===== config.mk =====
export PLATFORM = sky130hd
export DESIGN_NAME = video_frame_analyzer
export DESIGN_NICKNAME = d
export VERILOG_FILES = /design/src/rtl/video_pkg.sv /design/src/rtl/video_crc32.sv /design/src/rtl/video_frame_analyzer.sv
export SDC_FILE = /design/constraint.sdc
export NUM_CORES = 1
export LEC_CHECK = 0
export CORE_ASPECT_RATIO = 0.6
export CORE_MARGIN = 2
export CORE_UTILIZATION = 58
export CTS_BUF_LIST = sky130_fd_sc_hd__clkbuf_16
export DETAILED_ROUTE_END_ITERATION = 6
export PLACE_DENSITY = 0.8
export SYNTH_ARGS = -nofsm -noshare
export SYNTH_HDL_FRONTEND = slang
export SYNTH_SLANG_ARGS = --single-unit

===== constraint.sdc =====
create_clock -name video_clk_pix -period 4.8 [get_ports video_clk_pix]
set_input_delay 0.96 -clock video_clk_pix [delete_from_list [all_inputs] [get_ports video_clk_pix]]
set_output_delay 0.96 -clock video_clk_pix [all_outputs]
set_load 0.01 [all_outputs]

===== src/rtl/video_pkg.sv =====
// Shared constants and types for the video receive-side frame analyzer.
// CRC-32 parameters, the pixel word type and the measurement FSM states.
package video_pkg;

    localparam logic [31:0] CRC32_POLY = 32'h04C1_1DB7;
    localparam logic [31:0] CRC32_INIT = 32'hFFFF_FFFF;

    localparam int COLSPC_DEFAULT = 10;
    typedef logic [3*COLSPC_DEFAULT-1:0] pixel_t;

    typedef enum logic {
        SEEK    = 1'b0,
        MEASURE = 1'b1
    } video_state_t;

endpackage


===== src/rtl/video_crc32.sv =====
// CRC-32 accumulator (poly 0x04C11DB7, MSB-first, non-reflected, no final XOR).
// Folds one DW-bit word per enabled cycle; init re-seeds and may fold in the same cycle.
module video_crc32
    import video_pkg::*;
#(
    parameter int          DW   = 30,
    parameter logic [31:0] INIT = CRC32_INIT
) (
    input  logic          video_clk_pix,
    input  logic          video_rst_n,
    input  logic          init,
    input  logic          en,
    input  logic [DW-1:0] data,
    output logic [31:0]   crc
);

    logic [31:0] seed;
    logic [31:0] crc_nxt;

    always_comb begin
        seed    = init ? INIT : crc;
        crc_nxt = seed;
        for (int i = DW - 1; i >= 0; i--) begin
            crc_nxt = {crc_nxt[30:0], 1'b0} ^ ((crc_nxt[31] ^ data[i]) ? CRC32_POLY : 32'h0);
        end
    end

    always_ff @(posedge video_clk_pix or negedge video_rst_n) begin
        if (!video_rst_n) begin
            crc <= INIT;
        end else if (en) begin
            crc <= crc_nxt;
        end else if (init) begin
            crc <= INIT;
        end
    end

endmodule


===== src/rtl/video_frame_analyzer.sv =====
// Receive-side analyzer: recovers frame geometry from hsync/vsync/enable, CRCs the
// active pixels and publishes per-frame statistics with a one-cycle stat_valid strobe.
module video_frame_analyzer
    import video_pkg::*;
#(
    parameter int          COLSPC   = 10,
    parameter int          CNTW     = 16,
    parameter logic [31:0] CRC_INIT = CRC32_INIT
) (
    input  logic              video_clk_pix,
    input  logic              video_rst_n,
    input  logic              video_enable,
    input  logic              hsync,
    input  logic              vsync,
    input  logic [COLSPC-1:0] red,
    input  logic [COLSPC-1:0] green,
    input  logic [COLSPC-1:0] blue,
    output logic              stat_valid,
    output logic [CNTW-1:0]   active_width,
    output logic [CNTW-1:0]   active_height,
    output logic [CNTW-1:0]   h_total,
    output logic [CNTW-1:0]   v_total,
    output logic [31:0]       frame_crc,
    output logic [CNTW-1:0]   frame_count,
    output logic              locked
);

    localparam int              PW      = 3 * COLSPC;
    localparam logic [CNTW-1:0] CNT_MAX = '1;
    localparam logic [CNTW-1:0] CNT_ONE = CNTW'(1);

    function automatic logic [CNTW-1:0] sat_inc(input logic [CNTW-1:0] v);
        return (v == CNT_MAX) ? v : v + CNT_ONE;
    endfunction

    logic          s_enable;
    logic          s_hsync;
    logic          s_vsync;
    logic [PW-1:0] s_pixel;
    logic          s_hsync_q;
    logic          s_vsync_q;

    logic          vrise;
    logic          hrise;
    logic          d_enable;
    logic [PW-1:0] d_pixel;

    always_ff @(posedge video_clk_pix or negedge video_rst_n) begin
        if (!video_rst_n) begin
            s_enable <= 1'b0;
            s_hsync  <= 1'b0;
            s_vsync  <= 1'b0;
            s_pixel  <= '0;
        end else begin
            s_enable <= video_enable;
            s_hsync  <= hsync;
            s_vsync  <= vsync;
            s_pixel  <= {red, green, blue};
        end
    end

    // Edges are registered so data and sync stay aligned one stage behind the input regs.
    always_ff @(posedge video_clk_pix or negedge video_rst_n) begin
        if (!video_rst_n) begin
            s_hsync_q <= 1'b0;
            s_vsync_q <= 1'b0;
            vrise     <= 1'b0;
            hrise     <= 1'b0;
            d_enable  <= 1'b0;
            d_pixel   <= '0;
        end else begin
            s_hsync_q <= s_hsync;
            s_vsync_q <= s_vsync;
            vrise     <= s_vsync & ~s_vsync_q;
            hrise     <= s_hsync & ~s_hsync_q;
            d_enable  <= s_enable;
            d_pixel   <= s_pixel;
        end
    end

    video_state_t state;
    video_state_t state_nxt;
    logic         report;

    always_ff @(posedge video_clk_pix or negedge video_rst_n) begin
        if (!video_rst_n) begin
            state <= SEEK;
        end else begin
            state <= state_nxt;
        end
    end

    always_comb begin
        state_nxt = state;
        report    = 1'b0;
        case (state)
            SEEK: begin
                if (vrise) begin
                    state_nxt = MEASURE;
                end
            end
            MEASURE: begin
                report = vrise;
            end
            default: begin
                state_nxt = SEEK;
            end
        endcase
    end

    logic [CNTW-1:0] cyc_cnt;
    logic [CNTW-1:0] htot_r;
    logic [CNTW-1:0] line_en_cnt;
    logic [CNTW-1:0] width_r;
    logic [CNTW-1:0] height_cnt;
    logic [CNTW-1:0] vtot_cnt;
    logic [31:0]     crc_val;

    // Values the open line contributes when it is closed this cycle, by hrise or vrise.
    logic            line_has_en;
    logic [CNTW-1:0] close_width;
    logic [CNTW-1:0] close_height;
    logic [CNTW-1:0] close_htotal;

    assign line_has_en  = (line_en_cnt != '0);
    assign close_width  = line_has_en ? line_en_cnt : width_r;
    assign close_height = line_has_en ? sat_inc(height_cnt) : height_cnt;
    assign close_htotal = hrise ? cyc_cnt : htot_r;

    // A coincident hrise starts line 1 of the new frame, so vrise handling takes priority.
    always_ff @(posedge video_clk_pix or negedge video_rst_n) begin
        if (!video_rst_n) begin
            cyc_cnt     <= '0;
            htot_r      <= '0;
            line_en_cnt <= '0;
            width_r     <= '0;
            height_cnt  <= '0;
            vtot_cnt    <= '0;
        end else begin
            if (hrise) begin
                cyc_cnt <= CNT_ONE;
                htot_r  <= cyc_cnt;
            end else begin
                cyc_cnt <= sat_inc(cyc_cnt);
            end

            if (vrise) begin
                line_en_cnt <= d_enable ? CNT_ONE : '0;
                width_r     <= '0;
                height_cnt  <= '0;
                vtot_cnt    <= hrise ? CNT_ONE : '0;
            end else if (hrise) begin
                line_en_cnt <= d_enable ? CNT_ONE : '0;
                width_r     <= close_width;
                height_cnt  <= close_height;
                vtot_cnt    <= sat_inc(vtot_cnt);
            end else if (d_enable) begin
                line_en_cnt <= sat_inc(line_en_cnt);
            end
        end
    end

    video_crc32 #(
        .DW   (PW),
        .INIT (CRC_INIT)
    ) u_crc (
        .video_clk_pix (video_clk_pix),
        .video_rst_n   (video_rst_n),
        .init          (vrise),
        .en            (d_enable),
        .data          (d_pixel),
        .crc           (crc_val)
    );

    logic have_prev;

    // locked compares against the report registers, which still hold the previous frame.
    always_ff @(posedge video_clk_pix or negedge video_rst_n) begin
        if (!video_rst_n) begin
            stat_valid    <= 1'b0;
            active_width  <= '0;
            active_height <= '0;
            h_total       <= '0;
            v_total       <= '0;
            frame_crc     <= '0;
            frame_count   <= '0;
            locked        <= 1'b0;
            have_prev     <= 1'b0;
        end else begin
            stat_valid <= report;
            if (report) begin
                active_width  <= close_width;
                active_height <= close_height;
                h_total       <= close_htotal;
                v_total       <= vtot_cnt;
                frame_crc     <= crc_val;
                frame_count   <= frame_count + CNT_ONE;
                locked        <= have_prev
                                 && (close_width  == active_width)
                                 && (close_height == active_height)
                                 && (close_htotal == h_total)
                                 && (vtot_cnt     == v_total);
                have_prev     <= 1'b1;
            end
        end
    end

endmodule


# --- Word-level counts from Yosys, hierarchy flattened ---
# Cells that the tools add are included.
# Widths: inputs -> output; s select.
op_classes:
  reduce_logical: 9
  addsub: 5
  mux: 54
  bitwise_logic: 64
  n_eq_ne: 11
op_table:
  columns: ["cell", "n"]
  rows:
  - ["$xor 32x32->32", 30]
  - ["$mux 27", 30]
  - ["$mux 16", 17]
  - ["$add 16x1->16 const B", 5]
  - ["$eq 16x16->1", 4]
  - ["$eq 16x16->1 const B", 4]
  - ["$mux 32", 2]
  - ["$xor 1x1->1", 30]
  - ["$reduce_bool 16->1", 1]
  - ["$mux 1", 5]
  - ["$logic_and 1x1->1", 4]
  - ["$ne 2x2->1 const B", 2]
  - ["$reduce_and 2->1", 2]
  - ["$ne 3x3->1 const B", 1]
  - ["$reduce_bool 3->1", 1]
  - ["$and 1x1->1", 2]
  - ["$not 1->1", 2]
  - ["$reduce_bool 2->1", 1]
totals:
  reg_bits: 312

# --- Depth between registers and ports, before layout ---
depth:
  ltp_word: 92
  depth_mapped: 15

# --- Modules after synthesis ---
# A second synthesis with hierarchy kept.
unflattened:
  cells_unflattened: 1596
  area_unflattened_um2: 16594.7
by_module_without_submodules:
  columns: ["mod", "cells_per_inst", "area_per_inst_um2", "seq_area_each_um2", "instances"]
  rows:
  - ["video_frame_analyzer", 1182, 12027.8, 7006.7, 1]
  - ["video_crc32", 414, 4566.9, 840.8, 1]

# --- Worst setup path before layout ---
# No wires, ideal clock.
synth_timing:
  kind: "register -> register"
  startpoint: "reg u_crc.crc[30]"
  endpoint: "reg u_crc.crc[11]"
  t_arrival_ps: 3945
  path_slack_ps: 782
  path_buffers: 1
  setup_ps: 73
  period_less_slack_ps: 4018
  path_stages_with_launch: 13
  t_required_ps: 4727
  cell_sequence: "dfstp_2 buf_4 xnor2_2 nor2_2 xnor2_4 xnor3_2 xnor3_2 xnor2_4 xnor3_2 xnor2_4 xnor2_4 xnor3_1 a21oi_1"
synth_via:
  elab_chain_len: 42
synth_rtl:
  columns: ["item", "line", "text"]
  rows:
  - ["start: declaration", "video_crc32.sv:14", "output logic [31:0] crc"]
  - ["start signal: assignment", "video_crc32.sv:32", "crc <= crc_nxt;"]
  - ["$mux 32 *", null, null]
  - ["$xor 32x32->32 *", "video_crc32.sv:24", "crc_nxt = {crc_nxt[30:0], 1'b0} ^ ((crc_nxt[31] ^ data[i]) ? CRC32_POLY : 32'h0);"]
  - ["$xor 1x1->1 *", "video_crc32.sv:24", null]
  - ["$mux 27 *", "video_crc32.sv:24", null]
  - ["$xor 32x32->32 * (6 in series)", "video_crc32.sv:24", null]
  - ["$xor 1x1->1 / $xor 32x32->32 (equally long branches)", "video_crc32.sv:24", null]
  - ["$mux 27 / $xor 32x32->32 (equally long branches)", "video_crc32.sv:24", null]
  - ["$xor 32x32->32 * (6 in series)", "video_crc32.sv:24", null]
  - ["(+2 left out)", null, null]
  - ["$xor 32x32->32 * (6 in series)", "video_crc32.sv:24", null]
  - ["$xor 1x1->1 / $xor 32x32->32 (equally long branches)", "video_crc32.sv:24", null]
  - ["$mux 27 / $xor 32x32->32 (equally long branches)", "video_crc32.sv:24", null]
  - ["$xor 32x32->32 * (6 in series)", "video_crc32.sv:24", null]
  - ["$xor 1x1->1 / $xor 32x32->32 (equally long branches)", "video_crc32.sv:24", null]
  - ["$mux 27 / $xor 32x32->32 (equally long branches)", "video_crc32.sv:24", null]
  - ["$xor 32x32->32 * (5 in series)", "video_crc32.sv:24", null]
  - ["$mux 32 *", "video_crc32.sv:31", "end else if (en) begin"]
# Every way passes the cells marked *; elsewhere a longest branch is shown, timed or not.
# A chain may end at the register's enable or synchronous reset.

# --- Worst setup path in the final report ---
layout_timing:
  startpoint: "reg vrise"
  endpoint: "reg u_crc.crc[13]"
layout_via:
  elab_chain_len: 42
layout_rtl:
  columns: ["item", "line", "text"]
  rows:
  - ["start: declaration", "video_frame_analyzer.sv:43", "logic vrise;"]
  - ["start signal: assignment", "video_frame_analyzer.sv:74", "vrise <= s_vsync & ~s_vsync_q;"]
  - ["$mux 32 *", null, null]
  - ["$xor 1x1->1 / $xor 32x32->32 (equally long branches)", "video_crc32.sv:24", null]
  - ["$mux 27, or another cell as far along", "video_crc32.sv:24", null]
  - ["$xor 32x32->32, or another cell as far along (3 in series)", "video_crc32.sv:24", null]
  - ["$xor 32x32->32 / $mux 27 (equally long branches)", "video_crc32.sv:24", null]
  - ["$xor 32x32->32 (2 in series)", "video_crc32.sv:24", null]
  - ["$xor 1x1->1 / $xor 32x32->32 (equally long branches)", "video_crc32.sv:24", null]
  - ["$mux 27, or another cell as far along", "video_crc32.sv:24", null]
  - ["(+20 left out)", null, null]
  - ["$xor 32x32->32 (2 in series)", "video_crc32.sv:24", null]
  - ["$xor 1x1->1 / $xor 32x32->32 (equally long branches)", "video_crc32.sv:24", null]
  - ["$mux 27 / $xor 32x32->32 (equally long branches)", "video_crc32.sv:24", null]
  - ["$xor 32x32->32 / $xor 1x1->1 (equally long branches)", "video_crc32.sv:24", null]
  - ["$xor 32x32->32, or another cell as far along (2 in series)", "video_crc32.sv:24", null]
  - ["$xor 32x32->32 / $mux 27 (equally long branches)", "video_crc32.sv:24", null]
  - ["$xor 32x32->32 (2 in series)", "video_crc32.sv:24", null]
  - ["$mux 32 *", "video_crc32.sv:31", null]
# Marks and branches as above.

==> reports/metrics.yaml <==
routedWlPerCell_um: 19.4
track_usage_pct: 28.4
hold_viol_final: 0
h-tree-depth: 1
finalMaxSlewViolations: 0
cts_buffers: 28
clkLatencyLatePin_ps: 590
grt_max_degree: 113
hold_path.class: "reg -> reg"
drc: 0
ys_ff_latch: 312
nNetsFinal: 1709
antenna_found_initial: 0
drtIter0Drc: 980
layout_commonest_cell: "dfrtp_1"
wl_mm: 39.9
ant_nets: 0
crit_path_cell_trace: "buf_4 -> nor2_1 -> xnor2_1 -> xnor3_2 -> xnor2_1 -> xnor2_2 -> xnor3_2 -> xnor2_2 -> xnor2_1 -> xnor3_1 -> a21oi_1"
layout_common_cells: "dfrtp_1 (278), nand2_1 (257), xnor2_1 (234)"
diodes: 0
rows: 47
seq_area_frac_synth_pct: 49.0
worstPathRequired_ps: 5290
clock_sinks: 312
min_period_over_period_pct: 91.2
slew_headroom_pct: 42.7
routed-via-count: 11200
timing.fmax_mhz: 228
tns_ps: 0
core_um2: 27300
synth_area_leaders: "dfrtp_1 (44%), xnor2_1 (13%), xor2_1 (7.2%)"
synth_cells: 1537
globalplace.congestion: 0.943
synth_top_area_share_pct: 43.7
rsz0062_at_grt: "no"
die_x_um: 219
end_kind: "register"
status: "finished clean"
firstDrtPassIters: 5
skew_ps: 32.9
cts_root_buf: "clkbuf_16"
via_per_inst: 5.42
cp-start-kind: "register"
setup_viol: 0
yosysTopAreaCell: "dfrtp_1"
cts_setup_buffers: 0
avgSynthCellArea_um2: 10.4
critPathMaxFanout: 23
io_buffer_count: 148
synth_fp_nets: 1578
initial_core_util_pct: 58.6
synth_edf_count: 0
clockBufferDepth: 3
cp_common_cell: "xnor2_1"
grt_pass1_wl_mm: 63.2
drive_above_1_share_pct: 8.76
netlist_area_um2: 16000
worstSetupPathType: "reg -> reg"
cts.reportedPaths.clkPinSlew_ps: 70
die_h_um: 133
ys_types: 50
hpwl_mm: 28.9
async_flop_share_pct: 100
grt-ovfl-total: 0
fillers: 2077
slowest_delay_ps: 670
ctsHoldBuffers: 0
syn_to_final_growth_pct: 17.8
worstMarginPinSlew_ps: 859
ctsResizeCount: 0
ys.flop_type: "dfrtp_1"
io_pins: 149
die_area_um2: 29000
ys_warn_count: 0
cp_data_arrival_time_ps: 4860
finalCriticalPeriod_ps: 4380
grt_pass1_vias: 10900
cp_slowest_cell: "dfrtp_2"
cts_tree: "yes"
cap_violations: 0
## critical path: cells and delay by family, from the launching register on
kind	cells	cell delay [ps]
compound gates	1	160
simple gates	1	70
flops	1	670
buf+inv	1	230
xor+xnor	8	3150
## final timing paths
kind                                       from                 endpoint  slack (ps)  cells past startpoint
min in group asynchronous           video_rst_n  h_total[10]$_DFFE_PN0P_         460                      1
min                        s_pixel[2]$_DFF_PN0_     d_pixel[2]$_DFF_PN0_         350                      0
max reg2reg                     vrise$_DFF_PN0_  u_crc.crc[13]$_DFF_PN1_         420                     11
min reg2reg                s_pixel[2]$_DFF_PN0_     d_pixel[2]$_DFF_PN0_         350                      0
max                             vrise$_DFF_PN0_  u_crc.crc[13]$_DFF_PN1_         420                     11
max in group asynchronous           video_rst_n  u_crc.crc[17]$_DFF_PN1_        3290                      2
## cell usage after synthesis, types with 6 or more instances
cell / instances
a21oi_1: 58
nor4_1: 13
xnor2_1: 234
and3_1: 10
or3_1: 6
buf_2: 9
nor2_1: 139
a22oi_1: 7
nand2_1: 258
xnor3_1: 19
clkbuf_1: 58
dfstp_2: 32
o21ai_0: 55
xnor2_4: 10
ha_1: 6
nand3_1: 33
mux2i_1: 22
nor2b_1: 6
inv_1: 23
dfrtp_1: 280
nand4_1: 29
buf_1: 6
and4_1: 7
nor3_1: 24
xor2_1: 131
xnor2_2: 14
## through the flow
stage / hold slack [ps] / cell area (um2) / cells / util, % / setup slack, ps
after floorplan: 331 / 16000 / 1537 / - / 782
after global placement: 333 / 17900 / 2005 / 65.5 / 556
after detailed placement: 335 / 17900 / 2005 / 65.5 / 468
after CTS: 348 / 18900 / 2057 / 69.1 / 442
after global routing: 355 / 18900 / 2057 / 69.1 / 299
final: 348 / 18900 / 2057 / 69.1 / 423
## cells by family (layout without fill, tap and decap cells)
kind of cell	Yosys count	after routing	share of synthesized area, %
AOI/OAI and AO/OA	134	134	4.48
adders and majority gates	6	6	0.468
buffers and inverters	98	251	2.43
and+or+nand+nor	544	544	14.8
DFF	312	312	49.0
xor gates and xnor gates	420	420	27.4
muxes	23	23	1.44
## flip-flops by register name, summed over array words and instances (netlist names), 16 cells and up
register,cells
active_height,16
active_width,16
cyc_cnt,16
d_pixel,30
frame_count,16
frame_crc,32
h_total,16
height_cnt,16
htot_r,16
line_en_cnt,16
s_pixel,30
u_crc.crc,32
v_total,16
vtot_cnt,16
width_r,16
## final cells by class
cell class	instances	area, um2	area share, %
Timing Repair Buffer	176	1720	9.11
Sequential cell	312	7850	41.6
Clock inverter	24	269	1.42
Multi-Input combinational cell	1127	7800	41.3
Inverter	23	86.3	0.457
Clock buffer	28	701	3.71
Tap cell	367	459	2.43
## layer usage
metal / vias to the layer above / global-route usage, % / wire (um)
li1: 5264 / - / -
met1: 5451 / 45.4 / 19300
met2: 393 / 38.3 / 16100
met3: 44 / 8.32 / 3870
met4: 0 / 4.88 / 681
met5: - / 0 / 0
Power is left out: the tool's default activity adds up to more than one toggle a clock period on the data nets, which glitch-free logic cannot reach.
